==> src/rtl/wb_cmd_fifo_if.sv <==
// Wishbone slave port plus the command stream toward the motion engine.
// Signal names keep the _i/_o sense as seen from the FIFO (slave) side.
interface wb_cmd_fifo_if;
   logic        wbs_cyc_i;
   logic        wbs_stb_i;
   logic        wbs_we_i;
   logic [3:0]  wbs_sel_i;
   logic [31:0] wbs_adr_i;
   logic [31:0] wbs_dat_i;
   logic        wbs_ack_o;
   logic [31:0] wbs_dat_o;
   logic        cmd_valid_o;
   logic [31:0] cmd_data_o;
   logic        cmd_ready_i;

   modport slave (
      input  wbs_cyc_i, wbs_stb_i, wbs_we_i, wbs_sel_i, wbs_adr_i, wbs_dat_i,
      output wbs_ack_o, wbs_dat_o,
      output cmd_valid_o, cmd_data_o,
      input  cmd_ready_i
   );

   modport master (
      output wbs_cyc_i, wbs_stb_i, wbs_we_i, wbs_sel_i, wbs_adr_i, wbs_dat_i,
      input  wbs_ack_o, wbs_dat_o,
      input  cmd_valid_o, cmd_data_o,
      output cmd_ready_i
   );
endinterface

==> src/rtl/wb_cmd_fifo.sv <==
// Wishbone-written command FIFO feeding the motion engine over valid/ready.
// Latency: registered ack one cycle after select; pushed word visible on the stream next cycle.
// Backpressure: cmd_ready_i stalls the head; writes to a full FIFO are acked, dropped and flag OVF.
module wb_cmd_fifo #(
   parameter int          DEPTH_LOG2 = 3,
   parameter logic [31:0] BASE_ADDR  = 32'h3000_0000,
   parameter int          LOW_WATER  = 2
) (
   input  logic         wb_clk_i,
   input  logic         wb_rst_ni,
   wb_cmd_fifo_if.slave bus,
   output logic         lowwater_o
);
   localparam int DEPTH = 1 << DEPTH_LOG2;
   localparam logic [DEPTH_LOG2:0] LVL_FULL = (DEPTH_LOG2 + 1)'(DEPTH);
   localparam logic [DEPTH_LOG2:0] LVL_LOW  = (DEPTH_LOG2 + 1)'(LOW_WATER);

   logic [31:0]           mem [DEPTH];
   logic [DEPTH_LOG2-1:0] rd_ptr;
   logic [DEPTH_LOG2-1:0] wr_ptr;
   logic [DEPTH_LOG2:0]   level;
   logic                  ovf;
   logic                  empty;
   logic                  full;
   logic                  acc;
   logic [1:0]            reg_idx;
   logic                  push_req;
   logic                  push;
   logic                  pop;
   logic                  flush;
   logic                  ovf_clr;
   logic [31:0]           status;

   assign empty      = (level == '0);
   assign full       = (level == LVL_FULL);
   assign lowwater_o = (level <= LVL_LOW);

   // The !ack term limits a held strobe to one access every other cycle.
   assign acc = bus.wbs_cyc_i && bus.wbs_stb_i && !bus.wbs_ack_o &&
                (bus.wbs_adr_i[31:4] == BASE_ADDR[31:4]);
   assign reg_idx = bus.wbs_adr_i[3:2];

   assign push_req = acc && bus.wbs_we_i && (reg_idx == 2'd0) && (bus.wbs_sel_i == 4'hF);
   assign push     = push_req && !full;
   assign flush    = acc && bus.wbs_we_i && (reg_idx == 2'd2) && bus.wbs_dat_i[0];
   assign ovf_clr  = acc && bus.wbs_we_i && (reg_idx == 2'd2) && bus.wbs_dat_i[1];
   assign pop      = !empty && bus.cmd_ready_i;

   assign bus.cmd_valid_o = !empty;
   assign bus.cmd_data_o  = empty ? '0 : mem[rd_ptr];

   always_comb begin
      status                 = '0;
      status[DEPTH_LOG2:0]   = level;
      status[16]             = empty;
      status[17]             = full;
      status[18]             = ovf;
      status[19]             = lowwater_o;
   end

   // Storage needs no reset: the head is gated by empty.
   always_ff @(posedge wb_clk_i) begin
      if (push) begin
         mem[wr_ptr] <= bus.wbs_dat_i;
      end
   end

   always_ff @(posedge wb_clk_i or negedge wb_rst_ni) begin
      if (!wb_rst_ni) begin
         rd_ptr <= '0;
         wr_ptr <= '0;
         level  <= '0;
      end else if (flush) begin
         rd_ptr <= '0;
         wr_ptr <= '0;
         level  <= '0;
      end else begin
         if (push) wr_ptr <= wr_ptr + 1'b1;
         if (pop)  rd_ptr <= rd_ptr + 1'b1;
         case ({push, pop})
            2'b10:   level <= level + 1'b1;
            2'b01:   level <= level - 1'b1;
            default: level <= level;
         endcase
      end
   end

   always_ff @(posedge wb_clk_i or negedge wb_rst_ni) begin
      if (!wb_rst_ni) begin
         ovf           <= 1'b0;
         bus.wbs_ack_o <= 1'b0;
         bus.wbs_dat_o <= '0;
      end else begin
         if (push_req && full) begin
            ovf <= 1'b1;
         end else if (ovf_clr) begin
            ovf <= 1'b0;
         end
         bus.wbs_ack_o <= acc;
         bus.wbs_dat_o <= (acc && !bus.wbs_we_i && (reg_idx == 2'd1)) ? status : '0;
      end
   end
endmodule

==> src/flat_wrapper.sv <==
// flat-port wrapper written by rule: the top's interface ports become plain ports
module wb_cmd_fifo_flat 
#(
   parameter int          DEPTH_LOG2 = 3,
   parameter logic [31:0] BASE_ADDR  = 32'h3000_0000,
   parameter int          LOW_WATER  = 2
)
  (wb_clk_i, wb_rst_ni, lowwater_o, bus_wbs_cyc_i, bus_wbs_stb_i, bus_wbs_we_i, bus_wbs_sel_i, bus_wbs_adr_i, bus_wbs_dat_i, bus_wbs_ack_o, bus_wbs_dat_o, bus_cmd_valid_o, bus_cmd_data_o, bus_cmd_ready_i);
  wb_cmd_fifo_if bus_i ();
  input  logic wb_clk_i;
  input  logic wb_rst_ni;
  output logic lowwater_o;
  input wire logic [$bits(bus_i.wbs_cyc_i)-1:0] bus_wbs_cyc_i;
  input wire logic [$bits(bus_i.wbs_stb_i)-1:0] bus_wbs_stb_i;
  input wire logic [$bits(bus_i.wbs_we_i)-1:0] bus_wbs_we_i;
  input wire logic [$bits(bus_i.wbs_sel_i)-1:0] bus_wbs_sel_i;
  input wire logic [$bits(bus_i.wbs_adr_i)-1:0] bus_wbs_adr_i;
  input wire logic [$bits(bus_i.wbs_dat_i)-1:0] bus_wbs_dat_i;
  output wire logic [$bits(bus_i.wbs_ack_o)-1:0] bus_wbs_ack_o;
  output wire logic [$bits(bus_i.wbs_dat_o)-1:0] bus_wbs_dat_o;
  output wire logic [$bits(bus_i.cmd_valid_o)-1:0] bus_cmd_valid_o;
  output wire logic [$bits(bus_i.cmd_data_o)-1:0] bus_cmd_data_o;
  input wire logic [$bits(bus_i.cmd_ready_i)-1:0] bus_cmd_ready_i;
  assign bus_i.wbs_cyc_i = bus_wbs_cyc_i;
  assign bus_i.wbs_stb_i = bus_wbs_stb_i;
  assign bus_i.wbs_we_i = bus_wbs_we_i;
  assign bus_i.wbs_sel_i = bus_wbs_sel_i;
  assign bus_i.wbs_adr_i = bus_wbs_adr_i;
  assign bus_i.wbs_dat_i = bus_wbs_dat_i;
  assign bus_wbs_ack_o = bus_i.wbs_ack_o;
  assign bus_wbs_dat_o = bus_i.wbs_dat_o;
  assign bus_cmd_valid_o = bus_i.cmd_valid_o;
  assign bus_cmd_data_o = bus_i.cmd_data_o;
  assign bus_i.cmd_ready_i = bus_cmd_ready_i;
  wb_cmd_fifo #(.DEPTH_LOG2(DEPTH_LOG2), .BASE_ADDR(BASE_ADDR), .LOW_WATER(LOW_WATER)) u_core (.wb_clk_i(wb_clk_i), .wb_rst_ni(wb_rst_ni), .bus(bus_i), .lowwater_o(lowwater_o));
endmodule
==> config.mk <==
export PLATFORM = sky130hd
export DESIGN_NAME = wb_cmd_fifo_flat
export DESIGN_NICKNAME = d
export VERILOG_FILES = /design/src/rtl/wb_cmd_fifo_if.sv /design/src/rtl/wb_cmd_fifo.sv /design/src/flat_wrapper.sv
export SDC_FILE = /design/constraint.sdc
export NUM_CORES = 1
export LEC_CHECK = 0
export BUFFER_PORTS_ARGS = -buffer_cell sky130_fd_sc_hd__buf_2
export CAP_MARGIN = 20
export CORE_MARGIN = 2
export CORE_UTILIZATION = 60
export DETAILED_ROUTE_END_ITERATION = 7
export PLACE_DENSITY_LB_ADDON = 0.25
export SYNTH_ARGS = -nofsm -noshare
export SYNTH_HDL_FRONTEND = slang
export SYNTH_SLANG_ARGS = --single-unit
==> constraint.sdc <==
create_clock -name wb_clk_i -period 8.9 [get_ports wb_clk_i]
set_input_delay 2.67 -clock wb_clk_i [delete_from_list [all_inputs] [get_ports wb_clk_i]]
set_output_delay 2.67 -clock wb_clk_i [all_outputs]
set_load 0.01 [all_outputs]
## Word level (Yosys, flattened, before mapping)

Memories as Yosys holds them, arrays and structs flattened.
Cells that the tools add are included.

| operators by class | value |
|---|---|
| magnitude comparators | 1 |
| reductions and logical operators | 24 |
| $add $sub $neg | 4 |
| mux-type cells | 12 |
| equality and inequality tests | 7 |

Operators by type and width:

| operator | count |
|---|---|
| $mux W32 | 1 |
| $eq A28 B26 Y1 const B | 1 |
| $mux W20 | 1 |
| $logic_and A1 B1 Y1 | 14 |
| $mux W3 | 4 |
| $eq A4 B4 Y1 const B | 2 |
| $pmux W4 S2 | 1 |
| $add A3 B1 Y3 const B | 2 |
| $reduce_bool A2 Y1 | 3 |
| $add A4 B1 Y4 const B | 1 |
| $eq A2 B1 Y1 const B | 2 |
| $eq A2 B2 Y1 const B | 2 |
| $le A4 B2 Y1 const B | 1 |
| $logic_not A1 Y1 | 4 |
| $logic_not A4 Y1 | 1 |
| $mux W1 | 4 |
| $mux W4 | 1 |
| $sub A4 B1 Y4 const B | 1 |
| $reduce_bool A3 Y1 | 1 |
| $logic_not A2 Y1 | 1 |

| storage, ports and cells | value |
|---|---|
| output and inout bits | 67 |
| bits of input ports | 74 |
| memories | 1 |
| register bits after elaboration | 44 |
| RAM bits | 256 |

Memories:

| name | depth | bits a word | read ports | clocked after Yosys merged registers in | wr ports | line | source |
|---|---|---|---|---|---|---|---|
| u_core.mem | 8 | 32 | 1 | 0 | 1 | wb_cmd_fifo.sv:18 | `logic [31:0] mem [DEPTH];` |

## Logic depth before layout (Yosys ltp)

| logic depth | value |
|---|---|
| depth after elaboration | 10 |
| mapped depth | 14 |
| gate-level depth less buffers | 11 |

## Worst setup path before layout

Ideal clock, no wire load.

| timing | value |
|---|---|
| path type | input-to-reg |
| from | in bus_wbs_adr_i[5] |
| to | mem u_core.mem[0][0] (enable) |
| library setup time | 0.502 ns |
| stages on the path | 5 |
| arrival | 6.810 ns |
| slack | 1.588 ns |
| buffers on the path | 1 |
| cells stage by stage | nor4_2 -> nand4_1 -> or4_4 -> buf_6 -> nor4_1 |

| on the way | value |
|---|---|
| longest elaborated chain between the ends | 8 |

RTL lines:

| item | line | source |
|---|---|---|
| start: declaration | flat_wrapper.sv:17 | `input wire logic [$bits(bus_i.wbs_adr_i)-1:0] bus_wbs_adr_i;` |
| $eq A28 B26 Y1 | wb_cmd_fifo.sv:40 | `(bus.wbs_adr_i[31:4] == BASE_ADDR[31:4]);` |
| $logic_and A1 B1 Y1 | wb_cmd_fifo.sv:39 | `assign acc = bus.wbs_cyc_i && bus.wbs_stb_i && !bus.wbs_ack_o &&` |
| $logic_and A1 B1 Y1 (3 in a row) | wb_cmd_fifo.sv:43 | `assign push_req = acc && bus.wbs_we_i && (reg_idx == 2'd0) && (bus.wbs_sel_i == 4'hF);` |
| $logic_and A1 B1 Y1 | wb_cmd_fifo.sv:44 | `assign push = push_req && !full;` |
| $mux W1 | wb_cmd_fifo.sv:63 | `if (push) begin` |
| $mux W1 (not written as such) | wb_cmd_fifo.sv:64 | `mem[wr_ptr] <= bus.wbs_dat_i;` |
| end: declaration | wb_cmd_fifo.sv:18 |  |

Every way passes these cells.

## Worst setup path in the final report

| timing | value |
|---|---|
| from | reg u_core.rd_ptr[0] |
| to | out bus_cmd_data_o[19] |

| on the way | value |
|---|---|
| longest elaborated chain between the ends | 2 |

RTL lines:

| item | line | source |
|---|---|---|
| start: declaration | wb_cmd_fifo.sv:19 | `logic [DEPTH_LOG2-1:0] rd_ptr;` |
| start signal: assignment | wb_cmd_fifo.sv:79 | `if (pop) rd_ptr <= rd_ptr + 1'b1;` |
| $mem_v2 Z8 W32 | - |  |
| $mux W32 | wb_cmd_fifo.sv:50 | `assign bus.cmd_data_o = empty ? '0 : mem[rd_ptr];` |
| end: declaration | flat_wrapper.sv:22 | `output wire logic [$bits(bus_i.cmd_data_o)-1:0] bus_cmd_data_o;` |

Every way passes these cells.

==> run metrics <==
# hold bufs at CTS 0; Hold Crit Class reg2reg; Synth Area in Compound Gates 0.352%; P_leak 4.35 nW; vias in the first global route 5,687; layout cells sized above 1 37.2%; final setup fails 0; GRT Util Overall 21.6%; Design Area, Final 12,700 um^2; synth unique cells 42; Critical-path top delay cell dfrtp_4; CTS tree yes; Met1 Wirelength 8180 um; ant diodes 0; row count 49; setup TNS 0 ns; Mapped Cells 541; clock skew 0.0131 ns; drt wl/cell 22.5 um; Required @ worst endpoint 6.23 ns; metal3 WL 1100 um; WL final 20,700 um; Met2 Routed Length 11,000 um; Die H 140 um; Slew headroom 36.5%; endpoint class of the critical path output pin; Max Used Layer met5; initial antenna violation count 2; sequential share of power 55.2%; CORE AREA 18,000 um^2; Cell Area, Synth 11,000 um^2; number of max-cap violations 0; Yosys Warn Count 0; largest net degree at the start of global routing 67; worst slew pin tran 0.953 ns; Clock power frac 42.8%; Initial Util 61.3%; main combinational cell family by area after synthesis multiplexers; # fillers 1,136; status finished clean; routed vias 5,366; gpl congestion 0.716; first-pass GRT wire length 32,100 um; CP startpoint kind flip-flop; critical setup path kind reg2out; Logic pwr share 2.1%; P per Cell Area 202 nW/um^2; dpl hpwl 11,500 um; RSZ-0062 raised after global routing no; area delta synth->final 15.3%; Post-Place Worst Slack 3.60 ns; I/O Pins 141; Tcrit/Tclk final 64.8%; max-slew violation count 0; width of the die 140 um; die area 19,500 um^2; post-synthesis mux area share 16.3%; grt total ovfl 0; area of the multi-input gates 2660 um^2; clk slew on worst S/H paths 0.06 ns; P_sw 0.489 mW; clk root buf clkbuf_16; Internal 2.08 mW; Port Buf Inserts 114; critical-path maximum fanout 39; Hold Path Depth 1; fmax 0.173 GHz; post-CTS setup buffers 0; area post-placement 11,800 um^2; sequential-to-total area share from yosys stat 74.3%; VDD IR max 0.000199 V; worst setup margin 3.13 ns; htree depth 1; Reg2Reg Depth 13; Hold Vio Cnt, Final 0; dpl cells 870; crit path time final 5.77 ns; CTS Sinks 276; drt pass-1 iters 4; WP depth 5; Post-Synth Adder-Cell Area 0.568%; maximum clock path buffer count 3; Starting DRT DRC Count 296; Post-CTS Resized 0; fraction of the mapped netlist area in simple logic gates 4.88%; max incr delay on CP 0.93 ns; #FFs+latches synth 276; drt drc 0; layout net count 749; crit path buf inv count 2; area occupied by registers 8190 um^2; Non-Filler Instances 920; switching share of power 19.0%; TritonCTS Buffers 27; Crit path max-delay family flip-flops; crit path DAT 3.10 ns; CP cell instances buf_4 > mux4_2 > mux2i_1 > nor2_1 > buf_2; Via density 5.83; area share of xor/xnor cells in the synthesized design 0.795%; number of routed nets with antenna violations 0; clk_lat worst skew 0.53 ns; Avg Cell Area, Syn 20.4 um^2
[kinds of logic after synthesis]
| family | after synthesis |
|---|---|
| adder cells (fa/ha/maj) | 5 |
| other | 1 |
| multiplexers | 99 |
| buffers and inverters | 53 |
| XOR/XNOR | 10 |
| AND/OR/NAND/NOR | 91 |
| AO/OA/AOI/OAI | 6 |
| flip-flops | 276 |
[power by group through the flow]
| stage | Clock, mW | Combinational, mW | Sequential [mW] |
|---|---|---|---|
| 2_1_floorplan | 0 | 0.0275 | 1.44 |
| 3_3_place_gp | 0 | 0.0484 | 1.45 |
| 3_5_place_dp | 0 | 0.0526 | 1.45 |
| 4_1_cts | 1.12 | 0.0527 | 1.42 |
| 5_1_grt | 1.17 | 0.0584 | 1.42 |
| 6_report | 1.10 | 0.0528 | 1.42 |
[per-stage QoR]
stage	utilization (%)	hold WS (ns)	power (mW)
global route	70.8	0.527	2.65
finish	70.8	0.509	2.57
CTS	70.8	0.503	2.59
floorplan	-	0.448	1.47
detailed placement	65.9	0.488	1.50
global placement	65.8	0.469	1.49
[synth_stat cells, drive strengths merged]
cell type,instances,share of area [%]
edfxtp,256,70
mux4,64,13
nor2,48,1.7
buf,40,2.4
mux2i,35,3.2
dfrtp,20,4.5
clkbuf,12,0.42
nor4,9,0.82
and2,7,0.40
xor2,6,0.48
ha,5,0.57
xnor2,4,0.32
nand4,3,0.17
nor3,3,0.14
a21oi,2,0.091
and3b,2,0.16
and4,2,0.16
and4bb,2,0.23
nand2,2,0.068
nand3,2,0.14
nor2b,2,0.11
nor3b,2,0.14
nor4b,2,0.27
a211oi,1,0.068
a22oi,1,0.068
conb,1,0.034
inv,1,0.034
nand2b,1,0.057
nand4b,1,0.079
nand4bb,1,0.10
o21ai,1,0.045
o2bb2ai,1,0.079
or4,1,0.10
or4b,1,0.091
[state kept, by name, summed over array words and instances (netlist names)]
| register | count |
|---|---|
| u_core.level | 4 |
| u_core.rd_ptr | 3 |
| u_core.bus.wbs_ack_o | 1 |
| u_core.mem | 256 |
| u_core.bus.wbs_dat_o | 8 |
| u_core.wr_ptr | 3 |
| u_core.ovf | 1 |
[cells in the final DEF, fill, tap and decap left out, types with 4 or more instances in the layout]
cell	synthesis	layout
clkbuf_16	0	27
xnor2_1	4	4
nor4_1	5	4
buf_2	10	114
buf_4	24	14
nor2_1	47	46
edfxtp_1	256	256
ha_1	5	5
nor4_2	3	4
mux4_2	64	64
xor2_1	6	6
dfrtp_1	20	17
clkinv_1	0	4
clkinv_2	0	7
and2_1	7	7
mux2i_1	35	35
conb_1	1	24
[cell type report]
| cell class | instances | share of cell area [%] |
|---|---|---|
| Clock buffer | 30 | 5.40 |
| Clock inverter | 20 | 1.49 |
| Inverter | 1 | 0.0295 |
| Multi-Input combinational cell | 235 | 20.9 |
| Sequential cell | 276 | 64.5 |
| Tap cell | 229 | 2.25 |
| Timing Repair Buffer | 129 | 5.43 |
[routing by layer]
layer / up-vias / GRT usage (%)
li1: 2394 / -
met2: 154 / 37.8
met5: - / 0.752
met3: 30 / 3.75
met1: 2784 / 29.1
met4: 4 / 4.36
[worst register-to-register path, delay by kind of cell, from the launching register on]
family                     cells  cell delay (ns)
AOI/OAI and AO/OA              1             0.14
and+or+nand+nor                4             1.04
adders and majority gates      2             0.49
buffers and inverters          3             0.61
DFF                            1             0.49
xor gates and xnor gates       3             0.46
[worst paths after layout]
| check | slack (ns) | startpoint | endpoint |
|---|---|---|---|
| setup / recovery | 3.13 | u_core.rd_ptr[0] | bus_cmd_data_o[19] |
| hold / removal | 0.51 | u_core.ovf | u_core.ovf |
| setup reg to reg | 5.53 | u_core.level[1] | u_core.level[2] |
| hold reg to reg | 0.51 | u_core.ovf | u_core.ovf |
| max in group asynchronous | 6.46 | wb_rst_ni | u_core.rd_ptr[0] |
| min in group asynchronous | 2.09 | wb_rst_ni | u_core.bus.wbs_dat_o[18] |
(Power assumes the default switching activity.)
